File: src/rtl/uart_rx_pkg.sv
// Shared definitions for the memory-mapped UART receiver: register offsets,
// STATUS bit positions and the receive FSM state encoding.
package uart_rx_pkg;

    localparam logic [3:0] ADDR_RX_DATA = 4'h0;
    localparam logic [3:0] ADDR_STATUS  = 4'h4;
    localparam logic [3:0] ADDR_CTRL    = 4'h8;

    localparam int STATUS_NONEMPTY  = 0;
    localparam int STATUS_FULL      = 1;
    localparam int STATUS_OVR       = 2;
    localparam int STATUS_FERR      = 3;
    localparam int STATUS_PERR      = 4;
    localparam int STATUS_COUNT_LSB = 8;

    typedef enum logic [2:0] {
        IDLE,
        START,
        DATA,
        PARITY,
        STOP
    } rx_state_e;

endpackage

File: src/rtl/rx_fifo.sv
// Synchronous byte FIFO for the UART receiver. A push while full is ignored
// unless a pop in the same cycle frees the slot.
module rx_fifo #(
    parameter int Depth = 8,
    parameter int Width = 8
) (
    input  logic                     clk_i,
    input  logic                     rst_ni,
    input  logic                     i_push,
    input  logic                     i_pop,
    input  logic [Width-1:0]         i_wdata,
    output logic [Width-1:0]         o_rdata,
    output logic                     o_full,
    output logic                     o_empty,
    output logic [$clog2(Depth):0]   o_count
);

    localparam int Aw = $clog2(Depth);
    localparam logic [Aw-1:0] PtrOne   = Aw'(1);
    localparam logic [Aw:0]   CountOne = (Aw + 1)'(1);
    localparam logic [Aw:0]   CountMax = (Aw + 1)'(Depth);

    logic [Width-1:0] r_mem [Depth];
    logic [Aw-1:0]    r_wptr;
    logic [Aw-1:0]    r_rptr;
    logic [Aw:0]      r_count;
    logic             w_do_push;
    logic             w_do_pop;

    assign o_full    = (r_count == CountMax);
    assign o_empty   = (r_count == '0);
    assign o_count   = r_count;
    assign o_rdata   = r_mem[r_rptr];
    assign w_do_pop  = i_pop & ~o_empty;
    assign w_do_push = i_push & (~o_full | w_do_pop);

    // NOTE: sequential state uses non-blocking assignments so every flop samples pre-edge values.
    always_ff @(posedge clk_i or negedge rst_ni) begin
        if (!rst_ni) begin
            r_wptr  <= '0;
            r_rptr  <= '0;
            r_count <= '0;
        end else begin
            if (w_do_push) r_wptr <= r_wptr + PtrOne;
            if (w_do_pop)  r_rptr <= r_rptr + PtrOne;
            case ({w_do_push, w_do_pop})
                2'b10:   r_count <= r_count + CountOne;
                2'b01:   r_count <= r_count - CountOne;
                default: r_count <= r_count;
            endcase
        end
    end

    // NOTE: the storage array has no reset; entries are only visible once written, so a reset tree would be wasted.
    always_ff @(posedge clk_i) begin
        if (w_do_push) r_mem[r_wptr] <= i_wdata;
    end

endmodule

File: src/rtl/uart_rx_dev.sv
// Bus-attached UART receiver: 8N1 deserialiser feeding a byte FIFO with
// data/status/control registers. Define UART_RX_PARITY_EN for 8E1 frames.
module uart_rx_dev
    import uart_rx_pkg::*;
#(
    parameter int ClockFrequency = 50_000_000,
    parameter int BaudRate       = 115_200,
    parameter int FifoDepth      = 8
) (
    input  logic        clk_i,
    input  logic        rst_ni,
    input  logic        device_req_i,
    input  logic [31:0] device_addr_i,
    input  logic        device_we_i,
    input  logic [3:0]  device_be_i,
    input  logic [31:0] device_wdata_i,
    output logic        device_rvalid_o,
    output logic [31:0] device_rdata_o,
    input  logic        uart_rx_i,
    output logic        rx_irq_o
);

    localparam int ClksPerBit = ClockFrequency / BaudRate;
    localparam int CntW       = $clog2(ClksPerBit);
    localparam int FifoAw     = $clog2(FifoDepth);
    localparam logic [CntW-1:0] CntLast = CntW'(ClksPerBit - 1);
    localparam logic [CntW-1:0] CntHalf = CntW'(ClksPerBit / 2);
    localparam logic [CntW-1:0] CntOne  = CntW'(1);

    rx_state_e       r_state;
    rx_state_e       w_state_next;
    logic            r_rx_meta;
    logic            r_rx_sync;
    logic            r_rx_prev;
    logic [1:0]      r_sync_primed;
    logic [CntW-1:0] r_bit_cnt;
    logic [2:0]      r_bit_idx;
    logic [7:0]      r_shift;
    logic            r_ie;
    logic            r_ovr;
    logic            r_ferr;
    logic            r_rvalid;
    logic [31:0]     r_rdata;

    logic            w_fall;
    logic            w_bit_tick;
    logic            w_shift_en;
    logic            w_push;
    logic            w_ferr_set;
    logic            w_pop;
    logic            w_ovr_set;
    logic            w_ovr_clr;
    logic            w_ferr_clr;
    logic            w_rd;
    logic            w_wr;
    logic [3:0]      w_req_off;
    logic [31:0]     w_status;
    logic [31:0]     w_rdata_next;
    logic [7:0]      w_fifo_rdata;
    logic            w_fifo_full;
    logic            w_fifo_empty;
    logic [FifoAw:0] w_fifo_count;
    logic            w_unused_bus;

`ifdef UART_RX_PARITY_EN
    logic            r_par_err;
    logic            r_perr;
    logic            w_perr_set;
    logic            w_perr_clr;
`endif

    // Synchroniser flops reset high; r_sync_primed stops the reset value from
    // counting as "seen high", so a line held low after reset never starts a frame.
    always_ff @(posedge clk_i or negedge rst_ni) begin
        if (!rst_ni) begin
            r_rx_meta     <= 1'b1;
            r_rx_sync     <= 1'b1;
            r_rx_prev     <= 1'b0;
            r_sync_primed <= 2'b00;
        end else begin
            r_rx_meta     <= uart_rx_i;
            r_rx_sync     <= r_rx_meta;
            r_rx_prev     <= r_rx_sync & r_sync_primed[1];
            r_sync_primed <= {r_sync_primed[0], 1'b1};
        end
    end

    assign w_fall     = r_rx_prev & ~r_rx_sync;
    assign w_bit_tick = (r_bit_cnt == CntLast);

    always_ff @(posedge clk_i or negedge rst_ni) begin
        if (!rst_ni) r_state <= IDLE;
        else         r_state <= w_state_next;
    end

    // NOTE: every combinational output gets a default first, so no path can infer a latch.
    always_comb begin
        w_state_next = r_state;
        w_shift_en   = 1'b0;
        w_push       = 1'b0;
        w_ferr_set   = 1'b0;
`ifdef UART_RX_PARITY_EN
        w_perr_set   = 1'b0;
`endif
        case (r_state)
            IDLE:  if (w_fall) w_state_next = START;
            START: if (r_bit_cnt == CntHalf) w_state_next = r_rx_sync ? IDLE : DATA;
            DATA: begin
                if (w_bit_tick) begin
                    w_shift_en = 1'b1;
                    if (r_bit_idx == 3'd7) begin
`ifdef UART_RX_PARITY_EN
                        w_state_next = PARITY;
`else
                        w_state_next = STOP;
`endif
                    end
                end
            end
`ifdef UART_RX_PARITY_EN
            PARITY: begin
                if (w_bit_tick) begin
                    w_state_next = STOP;
                    w_perr_set   = (^r_shift) ^ r_rx_sync;
                end
            end
`endif
            STOP: begin
                if (w_bit_tick) begin
                    w_state_next = IDLE;
                    if (r_rx_sync) begin
`ifdef UART_RX_PARITY_EN
                        w_push = ~r_par_err;
`else
                        w_push = 1'b1;
`endif
                    end else begin
                        w_ferr_set = 1'b1;
                    end
                end
            end
            default: w_state_next = IDLE;
        endcase
    end

    always_ff @(posedge clk_i or negedge rst_ni) begin
        if (!rst_ni) begin
            r_bit_cnt <= '0;
            r_bit_idx <= '0;
            r_shift   <= '0;
        end else begin
            if (r_state == IDLE || w_state_next != r_state || w_bit_tick) r_bit_cnt <= '0;
            else                                                          r_bit_cnt <= r_bit_cnt + CntOne;
            if (r_state != DATA) r_bit_idx <= '0;
            else if (w_shift_en) r_bit_idx <= r_bit_idx + 3'd1;
            if (w_shift_en) r_shift <= {r_rx_sync, r_shift[7:1]};
        end
    end

    rx_fifo #(
        .Depth (FifoDepth),
        .Width (8)
    ) u_rx_fifo (
        .clk_i   (clk_i),
        .rst_ni  (rst_ni),
        .i_push  (w_push),
        .i_pop   (w_pop),
        .i_wdata (r_shift),
        .o_rdata (w_fifo_rdata),
        .o_full  (w_fifo_full),
        .o_empty (w_fifo_empty),
        .o_count (w_fifo_count)
    );

    assign w_req_off  = {device_addr_i[3:2], 2'b00};
    assign w_rd       = device_req_i & ~device_we_i;
    assign w_wr       = device_req_i & device_we_i;
    assign w_pop      = w_rd & (w_req_off == ADDR_RX_DATA) & ~w_fifo_empty;
    assign w_ovr_set  = w_push & w_fifo_full & ~w_pop;
    assign w_ovr_clr  = w_wr & (w_req_off == ADDR_STATUS) & device_wdata_i[STATUS_OVR];
    assign w_ferr_clr = w_wr & (w_req_off == ADDR_STATUS) & device_wdata_i[STATUS_FERR];
`ifdef UART_RX_PARITY_EN
    assign w_perr_clr = w_wr & (w_req_off == ADDR_STATUS) & device_wdata_i[STATUS_PERR];
`endif

    // Sticky flags: a set in the same cycle as a software clear wins.
    always_ff @(posedge clk_i or negedge rst_ni) begin
        if (!rst_ni) begin
            r_ie   <= 1'b0;
            r_ovr  <= 1'b0;
            r_ferr <= 1'b0;
`ifdef UART_RX_PARITY_EN
            r_perr    <= 1'b0;
            r_par_err <= 1'b0;
`endif
        end else begin
            if (w_wr && w_req_off == ADDR_CTRL) r_ie <= device_wdata_i[0];
            r_ovr  <= w_ovr_set  | (r_ovr  & ~w_ovr_clr);
            r_ferr <= w_ferr_set | (r_ferr & ~w_ferr_clr);
`ifdef UART_RX_PARITY_EN
            r_perr    <= w_perr_set | (r_perr & ~w_perr_clr);
            r_par_err <= (r_state == IDLE) ? 1'b0 : (r_par_err | w_perr_set);
`endif
        end
    end

    always_comb begin
        w_status                              = '0;
        w_status[STATUS_NONEMPTY]             = ~w_fifo_empty;
        w_status[STATUS_FULL]                 = w_fifo_full;
        w_status[STATUS_OVR]                  = r_ovr;
        w_status[STATUS_FERR]                 = r_ferr;
`ifdef UART_RX_PARITY_EN
        w_status[STATUS_PERR]                 = r_perr;
`endif
        w_status[STATUS_COUNT_LSB +: 8]       = 8'(w_fifo_count);
    end

    always_comb begin
        w_rdata_next = '0;
        if (w_rd) begin
            case (w_req_off)
                ADDR_RX_DATA: if (!w_fifo_empty) w_rdata_next = {24'b0, w_fifo_rdata};
                ADDR_STATUS:  w_rdata_next = w_status;
                ADDR_CTRL:    w_rdata_next = {31'b0, r_ie};
                default:      w_rdata_next = '0;
            endcase
        end
    end

    always_ff @(posedge clk_i or negedge rst_ni) begin
        if (!rst_ni) begin
            r_rvalid <= 1'b0;
            r_rdata  <= '0;
        end else begin
            r_rvalid <= device_req_i;
            r_rdata  <= w_rdata_next;
        end
    end

    assign device_rvalid_o = r_rvalid;
    assign device_rdata_o  = r_rdata;
    assign rx_irq_o        = r_ie & ~w_fifo_empty;
    assign w_unused_bus    = ^{device_addr_i, device_be_i, device_wdata_i};

endmodule
File: config.mk
export PLATFORM = sky130hd
export DESIGN_NAME = uart_rx_dev
export DESIGN_NICKNAME = d
export VERILOG_FILES = /design/src/rtl/uart_rx_pkg.sv /design/src/rtl/rx_fifo.sv /design/src/rtl/uart_rx_dev.sv
export SDC_FILE = /design/constraint.sdc
export NUM_CORES = 1
export LEC_CHECK = 0
export CORE_ASPECT_RATIO = 0.7
export CORE_MARGIN = 2
export CORE_UTILIZATION = 30
export DETAILED_ROUTE_END_ITERATION = 8
export SLEW_MARGIN = 20
export SYNTH_ARGS = -nofsm -noshare
export SYNTH_HDL_FRONTEND = slang
export SYNTH_SLANG_ARGS = --single-unit
File: constraint.sdc
create_clock -name clk_i -period 2.5 [get_ports clk_i]
set_input_delay 0.5 -clock clk_i [delete_from_list [all_inputs] [get_ports clk_i]]
set_output_delay 0.5 -clock clk_i [all_outputs]
set_load 0.005 [all_outputs]
==> out/qor.yml <==
clocking:
  root_buffer: "clkbuf_16"
  clock_sinks: 118
  cts_buffers: 17
  cts_max_path_buffers: 2
  cts_max_level: 4
  cts_tree: "done"
  clk_pin_slew_ns: 0.06
  clk_latency_ns: 0.41
cells_and_area:
  nets: 481
  diodes: 0
  area_delta_synth_final_pct: 27.0
  drive_gt1_frac: 0.292
  final.fill_count: 1524
  stdcell_count: 636
  ff_latch_area_um2: 3280
  multi_input_area_um2: 1720
routing:
  drt-total-wl_um: 9410
  drc_errors: 0
  first_pass_iters: 4
  vias: 2839
  wl_per_cell_um: 14.8
  antenna_left: 0
  vias_per_cell: 4.46
  drtIter0Drc: 194
global_routing:
  grt_first_pass_wirelength_um: 15500
  top_usage_layer: "met2"
  grt_use_met2: 0.179
  grt_use_total: 0.117
  grt_use_met1: 0.156
  antenna_found_initial: 0
  grt_max_degree: 55
  first_global_vias: 2946
  grt-ovfl-total: 0
  gr-usage-met3: 0.0390
worst_setup_path:
  crit_type: "reg2reg"
  slowest_delay_ns: 0.41
  r2r-start: "r_bit_cnt[1]$_DFF_PN0_"
  crit_fanout: 4
  crit_family: "adder cells"
  cp.arrival_ns: 2.75
  slowest_stage: "dfrtp_1"
  crit_chain: "inv_2 > ha_4 > nand3b_4 > nor4_4 > nand3_4 > ha_4 > ha_1 > a21oi_4 > o21ai_1 > o311ai_2"
  crit_path_frequent_cell: "ha_4"
  startpoint: "r_bit_cnt[1]$_DFF_PN0_"
  startpoint_type: "flip-flop"
  critPathBufInv: 1
  cp.required_ns: 2.80
  end_kind: "flip-flop"
yosys:
  yosysUniqueCellTypes: 48
  ys_seq_area_frac: 0.654
  syn_area_um2: 5010
  synth.avg_cell_area_um2: 15.0
  synth_warnings: 0
  ys_ff_latch: 118
  synthCells: 334
sta:
  finalCritPeriodShare: 0.981
  worst_pin_slew_ns: 0.718
  worst_slack_ns: 0.0484
  hold_violations: 0
  slew_violations: 0
  fmax_mhz: 408
  holdWs_ns: 0.230
  clock_skew_ns: 0.0105
  relSlewSlack: 0.521
  period_needed_ns: 2.45
  setup_viol: 0
die:
  row_count: 39
  pin_count: 107
  die_h_um: 112
  die_x_um: 158
  initial_core_util: 0.306
  coreArea_um2: 16300
  dieArea_um2: 17800
run:
  cap_violations: 0
pwr:
  power_leakage_nw: 2.63
  max-vdd-ir-drop_mv: 0.501
  power.total_w: 0.00543
  p_per_area_nw_per_um2: 854
placed_design:
  pre_cts_ws_ns: -0.574
  place.gp.congestion: 0.781
  dp_cells: 602
  hpwl_um: 6130
  portBuffers: 23
run_status:
  outcome: "completed"
hold_path:
  hold_path.class: "in2async"
## repair_timing
item	4_1_cts	5_1_grt
cloned	0	0
hold buffers	0	0
endpoints found under the setup margin	2	3
buffers inserted	0	2
gates resized for setup	6	22
pin swaps	1	5
## worst reg2reg max path: cells and delay by family, from the launching register on
| kind | cells | cell delay, ns |
|---|---|---|
| buffers and inverters | 1 | 0.08 |
| and+or+nand+nor | 3 | 0.60 |
| AOI/OAI and AO/OA | 3 | 0.59 |
| adders and majority gates | 3 | 0.65 |
| DFF | 1 | 0.41 |
## registers in the layout (all words and copies together) (netlist names)
register / flops
device_rdata_o: 12
device_rvalid_o: 1
r_bit_cnt: 9
r_bit_idx: 3
r_ferr: 1
r_ie: 1
r_ovr: 1
r_rx_meta: 1
r_rx_prev: 1
r_rx_sync: 1
r_shift: 8
r_state: 3
r_sync_primed: 2
u_rx_fifo.o_count: 4
u_rx_fifo.r_mem: 64
u_rx_fifo.r_rptr: 3
u_rx_fifo.r_wptr: 3
## cells in the mapped netlist (all sizes together)
cell / instances / area [um2]
or4: 4 / 31.3
nand2: 18 / 67.6
nand2b: 6 / 40.0
ha: 9 / 113
o311ai: 2 / 17.5
xnor2: 11 / 96.3
nand3: 8 / 65.1
fa: 1 / 20.0
buf: 26 / 179
a22oi: 1 / 7.51
a21o: 1 / 8.76
nand3b: 1 / 20.0
a31oi: 1 / 6.26
dfstp: 2 / 52.6
inv: 10 / 37.5
o31ai: 1 / 7.51
or3: 1 / 6.26
and3: 1 / 6.26
dfrtp: 52 / 1300
conb: 2 / 7.51
o221ai: 1 / 15.0
mux2i: 9 / 90.1
xor2: 3 / 26.3
nor4: 4 / 40.0
and3b: 1 / 10.0
clkbuf: 3 / 11.3
a21oi: 4 / 20.0
o22ai: 1 / 6.26
nor3: 8 / 40.0
o21ai: 9 / 45.0
edfxtp: 64 / 1920
nand4: 5 / 31.3
nor3b: 2 / 15.0
mux2: 10 / 113
nor4bb: 1 / 10.0
and2: 6 / 37.5
nor2: 23 / 86.3
mux4: 16 / 360
nand4b: 1 / 8.76
nor2b: 5 / 31.3
## layout make-up
type,count,area share
multi-input combinational,196,0.270
clock buffer,20,0.0753
inverter,10,0.00590
clock inverter,12,0.0144
sequential,118,0.515
tap,225,0.0442
timing repair buffer,55,0.0745
## logic make-up (layout without fill, tap and decap cells)
family,Yosys count,count (layout),share of synthesized area
buf+inv,39,97,0.0455
other cells,2,21,0.00150
compound gates,21,21,0.0267
simple gates,95,95,0.109
flops,118,118,0.654
mux,35,35,0.112
xor+xnor,14,14,0.0245
fa+ha+maj,10,10,0.0265
## through the flow
stage | util | setup TNS, ns | cell area [um2]
2_1_floorplan | - | -0.130 | 5090
3_3_place_gp | 0.345 | -7.17 | 5640
3_5_place_dp | 0.345 | -6.52 | 5640
4_1_cts | 0.381 | 0 | 6230
5_1_grt | 0.389 | -0.0368 | 6360
6_report | 0.389 | 0 | 6360
## worst paths after layout
kind / end / slack (ns) / cells past startpoint
min in group clk_i: r_sync_primed[1]$_DFF_PN0_ / 0.35 / 0
max in group asynchronous: r_bit_cnt[0]$_DFF_PN0_ / 1.75 / 2
worst max-delay path: u_rx_fifo.o_count[3]$_DFFE_PN0P_ / 0.05 / 10
worst min-delay path: u_rx_fifo.o_count[2]$_DFFE_PN0P_ / 0.23 / 2
worst min register to register: r_sync_primed[1]$_DFF_PN0_ / 0.35 / 0
worst max register to register: u_rx_fifo.o_count[3]$_DFFE_PN0P_ / 0.05 / 10
## layout by cell type, fill, tap and decap left out, types with 4 or more instances in the layout
master	n
nand4_1	5
mux2_2	10
dfrtp_1	50
buf_4	31
nand3_1	6
xnor2_1	11
o21ai_0	7
clkdlybuf4s50_1	20
nand2b_1	4
nor2_1	23
conb_1	21
mux2i_1	9
clkbuf_16	19
and2_1	6
ha_1	6
clkinv_4	5
inv_1	7
edfxtp_1	64
nor3_1	6
nand2_1	18
nor2b_1	5
mux4_2	16
## routing by layer
layer	vias to the layer above	share of wire
met3	9	0.045
met1	1465	0.46
met4	0	0.0090
met5	-	0
li1	1319	-
met2	46	0.48
## where the power goes
part           total, W  internal, W  switching [W]
sequential      0.00232      0.00214       0.000175
clock           0.00230      0.00140       0.000900
combinational  0.000821     0.000413       0.000407
(Power assumes the default switching activity.)
